`config.mk`:
```
export PLATFORM = sky130hd
export DESIGN_NAME = rocket_pool_controller
export DESIGN_NICKNAME = d
export VERILOG_FILES = /design/src/rtl/rocket_pkg.sv /design/src/rtl/rocket_slot.sv /design/src/rtl/rocket_pool_controller.sv
export SDC_FILE = /design/constraint.sdc
export NUM_CORES = 1
export LEC_CHECK = 0
export CORE_AREA = 4 4 206 208
export CTS_BUF_LIST = sky130_fd_sc_hd__clkbuf_16
export CTS_CLUSTER_DIAMETER = 60
export DETAILED_ROUTE_END_ITERATION = 7
export DIE_AREA = 0 0 210 212
export PLACE_DENSITY_LB_ADDON = 0.2
export SYNTH_ARGS = -nofsm -noshare
export SYNTH_HDL_FRONTEND = slang
export SYNTH_SLANG_ARGS = --single-unit
```
`constraint.sdc`:
```
create_clock -name clk -period 4.3 [get_ports clk]
set_clock_uncertainty 0.2 [all_clocks]
set_input_delay 0.43 -clock clk [delete_from_list [all_inputs] [get_ports clk]]
set_output_delay 0.43 -clock clk [all_outputs]
set_load 0.01 [all_outputs]
```
`src/rtl/rocket_pkg.sv`:
```
// rocket_pkg
//   Shared types and defaults for the rocket pool controller.
//   - slot_state_t : per-slot FSM state encoding
//   - COORD_W      : width of pixel coordinates and speeds (signed)
//   - *_DEF        : default fixed-point and screen geometry parameters
package rocket_pkg;

  typedef enum logic {
    IDLE   = 1'b0,
    FLYING = 1'b1
  } slot_state_t;

  localparam int COORD_W      = 11;
  localparam int FRAC_BITS_DEF = 6;
  localparam int SCREEN_W_DEF  = 640;
  localparam int SCREEN_H_DEF  = 480;
  localparam int ROCKET_W_DEF  = 4;
  localparam int ROCKET_H_DEF  = 10;

  // Accumulator width: pixel bits + fraction + two guard bits for overshoot.
  function automatic int acc_width(input int frac_bits);
    return COORD_W + frac_bits + 2;
  endfunction

endpackage

```
`src/rtl/rocket_slot.sv`:
```
// rocket_slot
//   One projectile: FSM, fixed-point position accumulator and border check.
//   Ports:
//     clk, resetN   : clock, async active-low reset
//     load          : launch this slot (honoured only while IDLE)
//     hit           : external kill (honoured only while FLYING)
//     startOfFrame  : frame tick; advance or retire on the border
//     posIn         : {Y, X} launch position in pixels, signed
//     speedIn       : {Y, X} speed in 1/2^FRAC_BITS px per frame, signed
//     active        : slot is FLYING
//     topLeft       : {Y, X} current pixel position, signed
//     borderPulse   : one-cycle pulse when the slot retires on the border
//
//   state  | meaning
//   IDLE   | free; holds last position, waits for load
//   FLYING | moving each frame until hit or out of bounds
module rocket_slot
  import rocket_pkg::*;
#(
  parameter int FRAC_BITS = FRAC_BITS_DEF,
  parameter int SCREEN_W  = SCREEN_W_DEF,
  parameter int SCREEN_H  = SCREEN_H_DEF,
  parameter int ROCKET_W  = ROCKET_W_DEF,
  parameter int ROCKET_H  = ROCKET_H_DEF
) (
  input  logic                   clk,
  input  logic                   resetN,
  input  logic                   load,
  input  logic                   hit,
  input  logic                   startOfFrame,
  input  logic [2*COORD_W-1:0]   posIn,
  input  logic [2*COORD_W-1:0]   speedIn,
  output logic                   active,
  output logic [2*COORD_W-1:0]   topLeft,
  output logic                   borderPulse
);

  localparam int ACC_W = acc_width(FRAC_BITS);
  localparam int EXT_W = ACC_W - COORD_W;

  localparam logic signed [COORD_W-1:0] X_MAX = COORD_W'(SCREEN_W - ROCKET_W);
  localparam logic signed [COORD_W-1:0] Y_MAX = COORD_W'(SCREEN_H - ROCKET_H);

  slot_state_t               r_state;
  logic signed [ACC_W-1:0]   r_accX, r_accY;
  logic signed [COORD_W-1:0] r_spdX, r_spdY;
  logic                      r_border;

  logic signed [COORD_W-1:0] w_pixX, w_pixY;
  logic                      w_oob;

  // Arithmetic shift by FRAC_BITS then truncation to COORD_W is a plain slice.
  assign w_pixX = r_accX[FRAC_BITS +: COORD_W];
  assign w_pixY = r_accY[FRAC_BITS +: COORD_W];

  assign w_oob = (w_pixX < 0) || (w_pixX > X_MAX) ||
                 (w_pixY < 0) || (w_pixY > Y_MAX);

  always_ff @(posedge clk or negedge resetN) begin
    if (!resetN) begin
      r_state  <= IDLE;
      r_accX   <= '0;
      r_accY   <= '0;
      r_spdX   <= '0;
      r_spdY   <= '0;
      r_border <= 1'b0;
    end else begin
      r_border <= 1'b0;
      case (r_state)
        IDLE: begin
          if (load) begin
            r_state <= FLYING;
            r_accX  <= {{2{posIn[COORD_W-1]}}, posIn[COORD_W-1:0], {FRAC_BITS{1'b0}}};
            r_accY  <= {{2{posIn[2*COORD_W-1]}}, posIn[2*COORD_W-1:COORD_W], {FRAC_BITS{1'b0}}};
            r_spdX  <= speedIn[COORD_W-1:0];
            r_spdY  <= speedIn[2*COORD_W-1:COORD_W];
          end
        end
        FLYING: begin
          // A hit in the same cycle as the frame tick wins: no border pulse.
          if (hit) begin
            r_state <= IDLE;
          end else if (startOfFrame) begin
            if (w_oob) begin
              r_state  <= IDLE;
              r_border <= 1'b1;
            end else begin
              r_accX <= r_accX + {{EXT_W{r_spdX[COORD_W-1]}}, r_spdX};
              r_accY <= r_accY + {{EXT_W{r_spdY[COORD_W-1]}}, r_spdY};
            end
          end
        end
        default: r_state <= IDLE;
      endcase
    end
  end

  assign active      = (r_state == FLYING);
  assign topLeft     = {w_pixY, w_pixX};
  assign borderPulse = r_border;

endmodule

```
`src/rtl/rocket_pool_controller.sv`:
```
// rocket_pool_controller
//   Pool of NUM_ROCKETS projectile slots sharing one fire request port.
//   Ports:
//     clk, resetN             : clock, async active-low reset
//     startOfFrame            : one-cycle frame pulse
//     fireReq                 : level launch request
//     fireX/Y, fireSpeedX/Y   : launch position (px) and speed, signed 11-bit
//     fireAck                 : one-cycle pulse on an accepted shot
//     poolFull, coolingDown   : acceptance blockers
//     hitClear                : per-slot kill
//     rocketActive            : per-slot FLYING flag
//     topLeftX/Y              : per-slot packed pixel position, slot i at [11i+10:11i]
//     borderPulse             : per-slot border retire pulse
module rocket_pool_controller
  import rocket_pkg::*;
#(
  parameter int NUM_ROCKETS     = 4,
  parameter int FRAC_BITS       = FRAC_BITS_DEF,
  parameter int SCREEN_W        = SCREEN_W_DEF,
  parameter int SCREEN_H        = SCREEN_H_DEF,
  parameter int ROCKET_W        = ROCKET_W_DEF,
  parameter int ROCKET_H        = ROCKET_H_DEF,
  parameter int COOLDOWN_FRAMES = 8
) (
  input  logic                             clk,
  input  logic                             resetN,
  input  logic                             startOfFrame,
  input  logic                             fireReq,
  input  logic signed [COORD_W-1:0]        fireX,
  input  logic signed [COORD_W-1:0]        fireY,
  input  logic signed [COORD_W-1:0]        fireSpeedX,
  input  logic signed [COORD_W-1:0]        fireSpeedY,
  output logic                             fireAck,
  output logic                             poolFull,
  output logic                             coolingDown,
  input  logic [NUM_ROCKETS-1:0]           hitClear,
  output logic [NUM_ROCKETS-1:0]           rocketActive,
  output logic [NUM_ROCKETS*COORD_W-1:0]   topLeftX,
  output logic [NUM_ROCKETS*COORD_W-1:0]   topLeftY,
  output logic [NUM_ROCKETS-1:0]           borderPulse
);

  localparam int CD_W = (COOLDOWN_FRAMES < 1) ? 1 : $clog2(COOLDOWN_FRAMES + 1);

  logic [CD_W-1:0]        r_cooldown;
  logic                   r_fireAck;
  logic [NUM_ROCKETS-1:0] w_active;
  logic [NUM_ROCKETS-1:0] w_idle;
  logic [NUM_ROCKETS-1:0] w_grant;
  logic [NUM_ROCKETS-1:0] w_load;
  logic                   w_full;
  logic                   w_cooling;
  logic                   w_accept;

  assign w_idle    = ~w_active;
  assign w_full    = &w_active;
  assign w_cooling = (r_cooldown != '0);
  assign w_accept  = fireReq && !w_full && !w_cooling;

  // Isolate the lowest set bit of the idle mask: lowest-index free slot.
  assign w_grant = w_idle & (~w_idle + NUM_ROCKETS'(1));
  assign w_load  = w_accept ? w_grant : '0;

  always_ff @(posedge clk or negedge resetN) begin
    if (!resetN) begin
      r_cooldown <= '0;
      r_fireAck  <= 1'b0;
    end else begin
      r_fireAck <= w_accept;
      // A launch in a frame-tick cycle reloads without decrementing.
      if (w_accept) begin
        r_cooldown <= CD_W'(COOLDOWN_FRAMES);
      end else if (startOfFrame && w_cooling) begin
        r_cooldown <= r_cooldown - CD_W'(1);
      end
    end
  end

  for (genvar i = 0; i < NUM_ROCKETS; i++) begin : g_slot
    logic [2*COORD_W-1:0] w_topLeft;

    rocket_slot #(
      .FRAC_BITS (FRAC_BITS),
      .SCREEN_W  (SCREEN_W),
      .SCREEN_H  (SCREEN_H),
      .ROCKET_W  (ROCKET_W),
      .ROCKET_H  (ROCKET_H)
    ) u_slot (
      .clk          (clk),
      .resetN       (resetN),
      .load         (w_load[i]),
      .hit          (hitClear[i]),
      .startOfFrame (startOfFrame),
      .posIn        ({fireY, fireX}),
      .speedIn      ({fireSpeedY, fireSpeedX}),
      .active       (w_active[i]),
      .topLeft      (w_topLeft),
      .borderPulse  (borderPulse[i])
    );

    assign topLeftX[i*COORD_W +: COORD_W] = w_topLeft[COORD_W-1:0];
    assign topLeftY[i*COORD_W +: COORD_W] = w_topLeft[2*COORD_W-1:COORD_W];
  end

  assign rocketActive = w_active;
  assign poolFull     = w_full;
  assign coolingDown  = w_cooling;
  assign fireAck      = r_fireAck;

endmodule
```
### Word-level counts from Yosys, hierarchy flattened

Cells that the tools add are included.

| word-level totals | value |
|---|---|
| register bits | 253 |
| bits in latches | 0 |
| bits in writable memories | 0 |
| ROM bits | 0 |
| input bits | 52 |
| output and inout port bits | 99 |
| word-level logic and storage cells | 182 |
| memories | 0 |

| operators by class | value |
|---|---|
| add/subtract/negate cells | 10 |
| $mul | 0 |
| divide/modulo/power cells | 0 |
| $lt $le $gt $ge | 16 |
| eq/ne operators | 16 |
| shifts and indexed selects | 0 |
| multiplexer cells | 79 |
| bitwise logic cells | 7 |
| reduce and logical (&&, ||, !) cells | 28 |

Operators with widths:

| cell | number |
|---|---|
| 19-bit 2-to-1 mux | 32 |
| 19-bit case mux with 2 select lines | 8 |
| 19-bit adder | 8 |
| 11-bit by 1-bit less-than comparator with 1-bit output (second input constant) | 8 |
| 11-bit by 10-bit > comparator with 1-bit output (second input constant) | 4 |
| 11-bit > comparator (second input constant) | 4 |
| 1-bit 2-to-1 mux | 32 |
| 2-bit inequality test (second input constant) | 16 |
| 4-bit AND reduction | 5 |
| 1-bit logical OR | 12 |
| 4-bit 2-to-1 mux | 3 |
| 4-bit inverter | 2 |
| 1-bit case mux with 2 select lines | 4 |
| 2-bit AND reduction | 4 |
| 4-bit by 1-bit adder with 4-bit output (second input constant) | 1 |
| 4-bit AND | 1 |
| 1-bit inverter | 4 |
| 4-bit nonzero test | 1 |
| 4-bit by 1-bit subtractor with 4-bit output (second input constant) | 1 |
| 1-bit logical AND | 3 |
| 1-bit zero test | 2 |
| 2-bit nonzero test | 1 |

### Depth between registers and ports, before layout

Gate-level depths: netlist (run 1).

| depth | value |
|---|---|
| word-level depth | 8 |
| depth in mapped cells | 12 |
| gate-level depth less buffers | 11 |

### By module

From an unflattened synthesis (run 1), not the netlist that was laid out.

| unflattened totals | value |
|---|---|
| cell total of the unflattened synthesis | 1952 |
| area, all modules | 16711.0 µm² |

By module, submodules not included:

| module | instances | cells an instance | area each (µm²) | sequential area each (µm²) |
|---|---|---|---|---|
| rocket_slot at g_slot[1].u_slot ... | 2 | 483 | 4146.5 | 1451.4 |
| rocket_slot at g_slot[3].u_slot | 1 | 480 | 4067.7 | 1451.4 |
| rocket_slot at g_slot[0].u_slot | 1 | 476 | 4045.1 | 1451.4 |
| rocket_pool_controller | 1 | 30 | 305.3 | 125.1 |

### Worst setup path before layout (run 1)

No wires, ideal clock.

| timing | value |
|---|---|
| path kind | register to register |
| from | register g_slot[2].u_slot.r_spdX[0] |
| to | register g_slot[2].u_slot.r_accX[16] |
| library setup time | 0.065 ns |
| arrival time | 2.352 ns |
| data required time | 4.035 ns |
| slack | 1.683 ns |
| cell stages (with the launch flop) | 12 |
| buffers on the path | 0 |
| period minus slack after synthesis | 2.617 ns |
| cells stage by stage | dfrtp_1 -> ha_1 -> inv_1 -> fa_1 -> nand2b_1 -> a21oi_1 -> o211ai_1 -> o211a_1 -> nor3_2 -> a21oi_1 -> o32ai_1 -> a211o_1 |

| on the way | value |
|---|---|
| word-level cells in the longest chain between the ends | 5 |

Ends and longest elaborated chain:

| what | line | text |
|---|---|---|
| start, declared | rocket_slot.sv:46 | `logic signed [COORD_W-1:0] r_spdX, r_spdY;` |
| start signal, assigned | rocket_slot.sv:75 | `r_spdX <= speedIn[COORD_W-1:0];` |
| 19-bit adder | rocket_slot.sv:88 | `r_accX <= r_accX + {{EXT_W{r_spdX[COORD_W-1]}}, r_spdX};` |
| 19-bit 2-to-1 mux | rocket_slot.sv:84 | `if (w_oob) begin` |
| 19-bit 2-to-1 mux | rocket_slot.sv:83 | `end else if (startOfFrame) begin` |
| 19-bit 2-to-1 mux | rocket_slot.sv:81 | `if (hit) begin` |
| 19-bit case mux with 2 select lines | rocket_slot.sv:69 | `case (r_state)` |
| end signal, assigned | rocket_slot.sv:73 | `r_accX <= {{2{posIn[COORD_W-1]}}, posIn[COORD_W-1:0], {FRAC_BITS{1'b0}}};` |
| end signal, assigned | rocket_slot.sv:88 |  |
| end, declared | rocket_slot.sv:45 | `logic signed [ACC_W-1:0] r_accX, r_accY;` |

Every way passes these cells. The select of a mux whose other input is x is not followed.
A chain may end at the register's enable or synchronous reset.

### Worst setup path in the final report (run 1)

| timing | value |
|---|---|
| from | register g_slot[1].u_slot.r_state |
| to | output port poolFull |

| on the way | value |
|---|---|
| word-level cells in the longest chain between the ends | 1 |

Ends and longest elaborated chain:

| what | line | text |
|---|---|---|
| start, declared | rocket_slot.sv:44 | `slot_state_t r_state;` |
| start signal, assigned | rocket_slot.sv:61 | `r_state <= IDLE;` |
| start signal, assigned | rocket_slot.sv:72 | `r_state <= FLYING;` |
| start signal, assigned | rocket_slot.sv:82 | `r_state <= IDLE;` |
| 4-bit AND reduction | rocket_pool_controller.sv:56 | `assign w_full = &w_active;` |
| end, declared | rocket_pool_controller.sv:34 | `output logic poolFull,` |

Every way passes these cells.

==> run_summary.xml, run 1 <==
<?xml version="1.0" encoding="UTF-8"?>
<metrics>
  <group name="clock_network">
    <metric name="postCtsSetupRepairBufs" unit="">0</metric>
    <metric name="cts_buffer_depth" unit="">3</metric>
    <metric name="cts_tree" unit="">done</metric>
    <metric name="clockRootBuffer" unit="">sky130_fd_sc_hd__clkbuf_16</metric>
    <metric name="cts.reportedPaths.clkPinSlew" unit="ps">60</metric>
    <metric name="ctsHtreeMaxLevel" unit="">1</metric>
    <metric name="tritoncts_buffers" unit="">31</metric>
    <metric name="worstSkewPairLatency" unit="ps">580</metric>
    <metric name="clkSinkCount" unit="">237</metric>
  </group>
  <group name="yosys">
    <metric name="synth-warning-count" unit="">0</metric>
    <metric name="synth-edff-count" unit="">0</metric>
    <metric name="synth_ff_type" unit="">sky130_fd_sc_hd__dfrtp_1</metric>
    <metric name="asyncSetResetFlopFracSynth" unit="">1.00</metric>
    <metric name="synth-seq-area-share" unit="">0.368</metric>
    <metric name="syn-instance-count" unit="">1843</metric>
    <metric name="synth.distinct_cells" unit="">71</metric>
    <metric name="synthesis.nets" unit="">2032</metric>
    <metric name="ys_seq_elements" unit="">237</metric>
    <metric name="mappedNetlistArea" unit="µm²">16100</metric>
    <metric name="syn-mean-instance-area" unit="µm²">8.74</metric>
  </group>
  <group name="setup_path">
    <metric name="reg2reg_slack" unit="ps">980</metric>
    <metric name="cp.required" unit="ps">3670</metric>
    <metric name="critPathMaxFanout" unit="">40</metric>
    <metric name="timing.critical_path.from_type" unit="">flop</metric>
    <metric name="critical_path_arrival" unit="ps">2870</metric>
    <metric name="worstSetupEndpointType" unit="">output port</metric>
    <metric name="timing_worst_setup_path_type" unit="">reg2out</metric>
  </group>
  <group name="sta">
    <metric name="fin_setup_tns" unit="ps">0</metric>
    <metric name="drv_slew" unit="">0</metric>
    <metric name="worst-slew-pin-transition" unit="ps">1100</metric>
    <metric name="timing_hold_violations_final" unit="">0</metric>
    <metric name="fin_crit_sh" unit="">0.815</metric>
    <metric name="setup_violations" unit="">0</metric>
    <metric name="relSlewSlack" unit="">0.268</metric>
    <metric name="timing.fmax" unit="GHz">0.285</metric>
    <metric name="fin_crit" unit="ps">3500</metric>
    <metric name="unrepaired_setup_endpoints_after_global_routing" unit="">no</metric>
  </group>
  <group name="detailed_routing">
    <metric name="via_count" unit="">13400</metric>
    <metric name="drt_pass1_iterations" unit="">5</metric>
    <metric name="postRouteAntennaNets" unit="">0</metric>
    <metric name="drc" unit="">0</metric>
    <metric name="detail_route.wirelength" unit="mm">50.6</metric>
    <metric name="average_wire_length_per_cell_after_detail_routing" unit="µm">20.7</metric>
    <metric name="routed_via_density" unit="">5.50</metric>
    <metric name="drt-initial-drc-count" unit="">886</metric>
  </group>
  <group name="place">
    <metric name="hpwl" unit="mm">35.2</metric>
    <metric name="routability_congestion_estimate" unit="">0.883</metric>
    <metric name="placement.io_buffers" unit="">150</metric>
  </group>
  <group name="floorplan">
    <metric name="num_io_pins" unit="">151</metric>
    <metric name="fp.coreArea" unit="µm²">40600</metric>
    <metric name="num_rows" unit="">74</metric>
    <metric name="dieHeight" unit="µm">212</metric>
    <metric name="die_width" unit="µm">210</metric>
    <metric name="design.die.area" unit="µm²">44500</metric>
    <metric name="initial_core_util" unit="">0.397</metric>
  </group>
  <group name="grt">
    <metric name="grt-ovfl-total" unit="">0</metric>
    <metric name="grtUsageTotal" unit="">0.223</metric>
    <metric name="grt_start_max_net_pins" unit="">115</metric>
    <metric name="grt_first_pass_wirelength" unit="mm">77.6</metric>
    <metric name="number_of_antenna_violations_at_the_first_check_in_global_routing" unit="">2</metric>
    <metric name="first_global_vias" unit="">13300</metric>
  </group>
  <group name="power_and_ir_drop">
    <metric name="p_leak" unit="nW">8.78</metric>
    <metric name="power-per-cell-area" unit="nW/µm²">455</metric>
    <metric name="ir_drop" unit="µV">346</metric>
  </group>
  <group name="hold_path">
    <metric name="hold_path_class" unit="">in2reg</metric>
  </group>
  <group name="finish">
    <metric name="areaGrowthSynthToFinish" unit="%">14.8</metric>
    <metric name="n_antenna_cell" unit="">0</metric>
    <metric name="final_common_cell" unit="">sky130_fd_sc_hd__nand2_1</metric>
    <metric name="final_net_count" unit="">2078</metric>
    <metric name="layout.cells.most_common_list" unit="">350 x sky130_fd_sc_hd__nand2_1, 236 x sky130_fd_sc_hd__dfrtp_1, 149 x sky130_fd_sc_hd__clkdlybuf4s50_1, 129 x sky130_fd_sc_hd__ha_1, 106 x sky130_fd_sc_hd__a21oi_1</metric>
    <metric name="core_utilization_of_the_finished_layout" unit="">0.456</metric>
    <metric name="final_layout_size_suffix_gt1_frac" unit="">0.0592</metric>
  </group>
  <group name="run_status">
    <metric name="status" unit="">finished, final reports clean</metric>
  </group>
  <group name="run">
    <metric name="maxCapViolCount" unit="">0</metric>
  </group>
</metrics>
## final cells by class
type,count,area [µm²]
clock inverters,23,184
flip-flops and latches,237,5930
well taps,532,666
inverters,64,240
multi-input cells,1384,9000
clock buffers,31,776
repair buffers,171,1690
fillers,3948,22100
## flip-flops by register name, summed over array words and instances (netlist names)
signal	cells
r_cooldown	4
g_slot.u_slot.r_spdY	44
g_slot.u_slot.active	4
fireAck	1
g_slot.u_slot.r_accX	68
g_slot.u_slot.borderPulse	4
g_slot.u_slot.r_spdX	44
g_slot.u_slot.r_accY	68
## critical path, cell delays in order (launching register included)
cell	delay (ps)
sky130_fd_sc_hd__dfrtp_2	1000
sky130_fd_sc_hd__nand3_1	270
sky130_fd_sc_hd__nor2_1	370
sky130_fd_sc_hd__clkdlybuf4s50_1	620
## where the power goes
| group | total, mW | internal, mW | switching, mW |
|---|---|---|---|
| combinational | 2.87 | 1.34 | 1.53 |
| sequential | 3.05 | 2.61 | 0.448 |
| clock | 2.50 | 1.47 | 1.03 |
| total | 8.42 | 5.41 | 3.01 |
## cells by family after synthesis
kind of cell / share of synthesized area
compound gates: 0.158
xor+xnor: 0.0506
fa+ha+maj: 0.110
buf+inv: 0.0749
flops: 0.368
mux: 0.0514
simple gates: 0.187
## cells in the mapped netlist (41+ instances only)
cell type,number,share of area
sky130_fd_sc_hd__ha_1,129,0.10
sky130_fd_sc_hd__a21oi_1,108,0.034
sky130_fd_sc_hd__nor2_1,97,0.023
sky130_fd_sc_hd__dfrtp_1,237,0.37
sky130_fd_sc_hd__xnor2_1,59,0.032
sky130_fd_sc_hd__mux2i_1,58,0.036
sky130_fd_sc_hd__inv_1,64,0.015
sky130_fd_sc_hd__o21ai_1,41,0.013
sky130_fd_sc_hd__buf_4,96,0.045
sky130_fd_sc_hd__clkbuf_1,47,0.011
sky130_fd_sc_hd__nand3_1,48,0.015
sky130_fd_sc_hd__nand2_1,350,0.082
sky130_fd_sc_hd__o21ai_0,97,0.030
## path summary, 6_finish.rpt
path                                                 start                      endpoint  cells past startpoint
worst max-delay path               g_slot[1].u_slot.active                      poolFull                      3
worst min-delay path                           hitClear[3]  g_slot[3].u_slot.borderPulse                      2
worst max register to register     g_slot[1].u_slot.active   g_slot[3].u_slot.r_accY[15]                      6
worst min register to register  g_slot[3].u_slot.r_accY[0]    g_slot[3].u_slot.r_accY[0]                      2
max in group asynchronous                           resetN    g_slot[2].u_slot.r_accY[7]                      3
min in group asynchronous                           resetN    g_slot[1].u_slot.r_spdX[9]                      2
## per-stage QoR
stage / hold slack, ps / std cells / total power [mW] / cell area, µm² / setup slack, ps
6_report: 268 / 2442 / 8.42 / 18500 / 795
3_5_place_dp: 262 / 2387 / 5.94 / 17500 / 864
4_1_cts: 249 / 2442 / 8.48 / 18500 / 865
5_1_grt: 281 / 2442 / 8.93 / 18500 / 745
2_1_floorplan: -65.6 / 1843 / 5.06 / 16100 / 1680
3_3_place_gp: 255 / 2387 / 5.86 / 17500 / 965
## per-layer routing
layer,track usage,wire length (µm)
met4,0.0691,1820
met3,0.0409,3530
met2,0.355,22200
met1,0.313,23000
met5,0,0
## what timing repair did
action	CTS	global route
endpoints found under the hold margin	112	0
gates resized for setup	0	0
hold buffers	1	0
Power figures use the tool's default switching activity.
==> run 2: changes to the inputs <==
==> constraint.sdc (replaced) <==
create_clock -name clk -period 3.5 [get_ports clk]
set_clock_uncertainty 0.2 [all_clocks]
set_input_delay 0.35 -clock clk [delete_from_list [all_inputs] [get_ports clk]]
set_output_delay 0.35 -clock clk [all_outputs]
set_load 0.01 [all_outputs]
==> run_summary.xml, run 2 (synthesized netlist as in run 1, its figures left out) <==
<?xml version="1.0" encoding="UTF-8"?>
<metrics>
  <group name="grt">
    <metric name="number_of_antenna_violations_at_the_first_check_in_global_routing" unit="">2</metric>
    <metric name="grt_first_pass_wirelength" unit="mm">76.2</metric>
    <metric name="grt-ovfl-total" unit="">0</metric>
    <metric name="grt_start_max_net_pins" unit="">80</metric>
    <metric name="first_global_vias" unit="">13000</metric>
    <metric name="grtUsageTotal" unit="">0.220</metric>
  </group>
  <group name="place">
    <metric name="hpwl" unit="mm">35.4</metric>
    <metric name="placement.io_buffers" unit="">150</metric>
    <metric name="placed_cells_incl_taps" unit="">2396</metric>
    <metric name="dpl_cell_area" unit="µm²">17600</metric>
    <metric name="dp_slack" unit="ps">568</metric>
    <metric name="routability_congestion_estimate" unit="">0.886</metric>
  </group>
  <group name="finish">
    <metric name="post_layout_nonfiller_instances" unit="">2455</metric>
    <metric name="final_net_count" unit="">2087</metric>
    <metric name="final_common_cell" unit="">sky130_fd_sc_hd__nand2_1</metric>
    <metric name="areaGrowthSynthToFinish" unit="%">15.4</metric>
    <metric name="n_antenna_cell" unit="">0</metric>
    <metric name="layout.cells.most_common_list" unit="">350 x sky130_fd_sc_hd__nand2_1, 236 x sky130_fd_sc_hd__dfrtp_1, 149 x sky130_fd_sc_hd__clkdlybuf4s50_1, 129 x sky130_fd_sc_hd__ha_1, 106 x sky130_fd_sc_hd__a21oi_1</metric>
    <metric name="n_fill_cell" unit="">3922</metric>
    <metric name="reg_top3" unit="">g_slot.u_slot.r_accX (68), g_slot.u_slot.r_accY (68)</metric>
    <metric name="final_layout_size_suffix_gt1_frac" unit="">0.0650</metric>
    <metric name="final_area" unit="µm²">18600</metric>
    <metric name="core_utilization_of_the_finished_layout" unit="">0.458</metric>
  </group>
  <group name="setup_path">
    <metric name="timing.rr.start" unit="">g_slot[2].u_slot.r_accX[0]</metric>
    <metric name="reg2reg_slack" unit="ps">540</metric>
    <metric name="critical_path_arrival" unit="ps">3280</metric>
    <metric name="timing.critical_path.from_type" unit="">flop</metric>
    <metric name="critical_path.reg2reg.endpoint" unit="">g_slot[2].u_slot.r_accX[16]</metric>
    <metric name="critPathCapture" unit="">g_slot[2].u_slot.r_accX[16]</metric>
    <metric name="cp.required" unit="ps">3820</metric>
    <metric name="critPathMaxFanout" unit="">4</metric>
    <metric name="cp-startpoint" unit="">g_slot[2].u_slot.r_accX[0]</metric>
    <metric name="worstRegToRegCells" unit="">11</metric>
    <metric name="timing_worst_setup_path_type" unit="">reg2reg</metric>
    <metric name="worstSetupEndpointType" unit="">flop</metric>
  </group>
  <group name="detailed_routing">
    <metric name="postRouteAntennaNets" unit="">0</metric>
    <metric name="detail_route.wirelength" unit="mm">50.2</metric>
    <metric name="drt-initial-drc-count" unit="">860</metric>
    <metric name="drc" unit="">0</metric>
    <metric name="average_wire_length_per_cell_after_detail_routing" unit="µm">20.4</metric>
    <metric name="drt_pass1_iterations" unit="">5</metric>
    <metric name="via_count" unit="">13400</metric>
    <metric name="routed_via_density" unit="">5.46</metric>
  </group>
  <group name="power_and_ir_drop">
    <metric name="clockPowerShare" unit="">0.299</metric>
    <metric name="p_leak" unit="nW">8.84</metric>
    <metric name="power-per-cell-area" unit="nW/µm²">557</metric>
    <metric name="ir_drop" unit="µV">420</metric>
    <metric name="power_frac_comb" unit="">0.340</metric>
    <metric name="power.sequential.fraction" unit="">0.360</metric>
    <metric name="p_int" unit="mW">6.66</metric>
    <metric name="total_switching_power" unit="mW">3.69</metric>
    <metric name="switching_share" unit="">0.356</metric>
  </group>
  <group name="clock_network">
    <metric name="cts_tree" unit="">done</metric>
    <metric name="ctsHtreeMaxLevel" unit="">1</metric>
    <metric name="postCtsSetupRepairBufs" unit="">0</metric>
    <metric name="worstSkewPairLatency" unit="ps">580</metric>
    <metric name="clkSinkCount" unit="">237</metric>
    <metric name="tritoncts_buffers" unit="">31</metric>
    <metric name="clockRootBuffer" unit="">sky130_fd_sc_hd__clkbuf_16</metric>
    <metric name="cts.reportedPaths.clkPinSlew" unit="ps">60</metric>
    <metric name="cts_buffer_depth" unit="">3</metric>
  </group>
  <group name="run_status">
    <metric name="status" unit="">finished, final reports clean</metric>
  </group>
  <group name="run">
    <metric name="maxCapViolCount" unit="">0</metric>
  </group>
  <group name="sta">
    <metric name="fin_crit" unit="ps">2960</metric>
    <metric name="setup_violations" unit="">0</metric>
    <metric name="drv_slew" unit="">0</metric>
    <metric name="fin_setup_tns" unit="ps">0</metric>
    <metric name="worst-slew-pin-transition" unit="ps">713</metric>
    <metric name="worst_slack" unit="ps">538</metric>
    <metric name="unrepaired_setup_endpoints_after_global_routing" unit="">no</metric>
    <metric name="timing.fmax" unit="GHz">0.338</metric>
    <metric name="relSlewSlack" unit="">0.525</metric>
    <metric name="timing_hold_violations_final" unit="">0</metric>
    <metric name="fin_crit_sh" unit="">0.846</metric>
  </group>
  <group name="floorplan">
    <metric name="initial_core_util" unit="">0.397</metric>
    <metric name="dieHeight" unit="µm">212</metric>
    <metric name="die_width" unit="µm">210</metric>
    <metric name="num_io_pins" unit="">151</metric>
    <metric name="fp.coreArea" unit="µm²">40600</metric>
    <metric name="design.die.area" unit="µm²">44500</metric>
    <metric name="num_rows" unit="">74</metric>
  </group>
  <group name="hold_path">
    <metric name="hold_path_class" unit="">in2async</metric>
  </group>
</metrics>
run 2: per-stage QoR:
step | hold slack (ps) | power [mW]
2_1_floorplan | -146 | 6.22
3_3_place_gp | 209 | 7.21
3_5_place_dp | 211 | 7.28
4_1_cts | 192 | 10.4
5_1_grt | 228 | 11.0
6_report | 183 | 10.4
run 2: power groups by stage:
stage / Sequential [mW] / Clock, mW / Combinational [mW]
final: 3.73 / 3.10 / 3.53
after global routing: 3.79 / 3.27 / 3.95
after CTS: 3.73 / 3.16 / 3.53
after detailed placement: 3.77 / 0 / 3.51
after global placement: 3.76 / 0 / 3.45
after floorplan: 3.56 / 0 / 2.66
run 2: layer usage:
metal,GRT usage,part of all wire,up-vias
met2,0.346,0.44,363
li1,-,-,6478
met1,0.315,0.47,6481
met5,0,0,-
met4,0.0623,0.030,0
met3,0.0376,0.062,71
run 2: cell type report:
cell class | count | area (µm²) | share of cell area
inverter | 64 | 240 | 0.0129
multi-input combinational | 1384 | 9000 | 0.484
sequential | 237 | 5930 | 0.319
clock inverter | 27 | 205 | 0.0110
timing repair buffer | 180 | 1770 | 0.0953
clock buffer | 31 | 776 | 0.0417
tap | 532 | 666 | 0.0358
run 2: how the worst min path moves through the flow:
| stage | startpoint | end | slack [ps] | cells past startpoint |
|---|---|---|---|---|
| final | resetN | g_slot[1].u_slot.r_accX[11] | 180 | 2 |
| after floorplan | resetN | fireAck | -150 | 0 |
| after detailed placement | resetN | g_slot[1].u_slot.r_accX[8] | 210 | 1 |
| after global routing | hitClear[3] | g_slot[3].u_slot.borderPulse | 230 | 2 |
| after global placement | resetN | g_slot[1].u_slot.r_accX[9] | 210 | 1 |
| after CTS | resetN | g_slot[1].u_slot.r_accY[10] | 190 | 2 |
run 2: critical path, cell delays in order (launching register included):
cell	delay (ps)
sky130_fd_sc_hd__dfrtp_1	350
sky130_fd_sc_hd__ha_1	170
sky130_fd_sc_hd__inv_1	50
sky130_fd_sc_hd__fa_1	370
sky130_fd_sc_hd__nand2b_1	190
sky130_fd_sc_hd__a21oi_1	260
sky130_fd_sc_hd__o211ai_1	200
sky130_fd_sc_hd__o211a_1	260
sky130_fd_sc_hd__nor3_2	340
sky130_fd_sc_hd__a21oi_1	110
sky130_fd_sc_hd__o32ai_1	270
sky130_fd_sc_hd__a211o_1	130
run 2: timing repair:
item / in CTS / in global routing
setup endpoints to repair: 0 / 0
hold endpoints to repair: 76 / 0
resized for setup: 0 / 0
hold buffers: 1 / 0
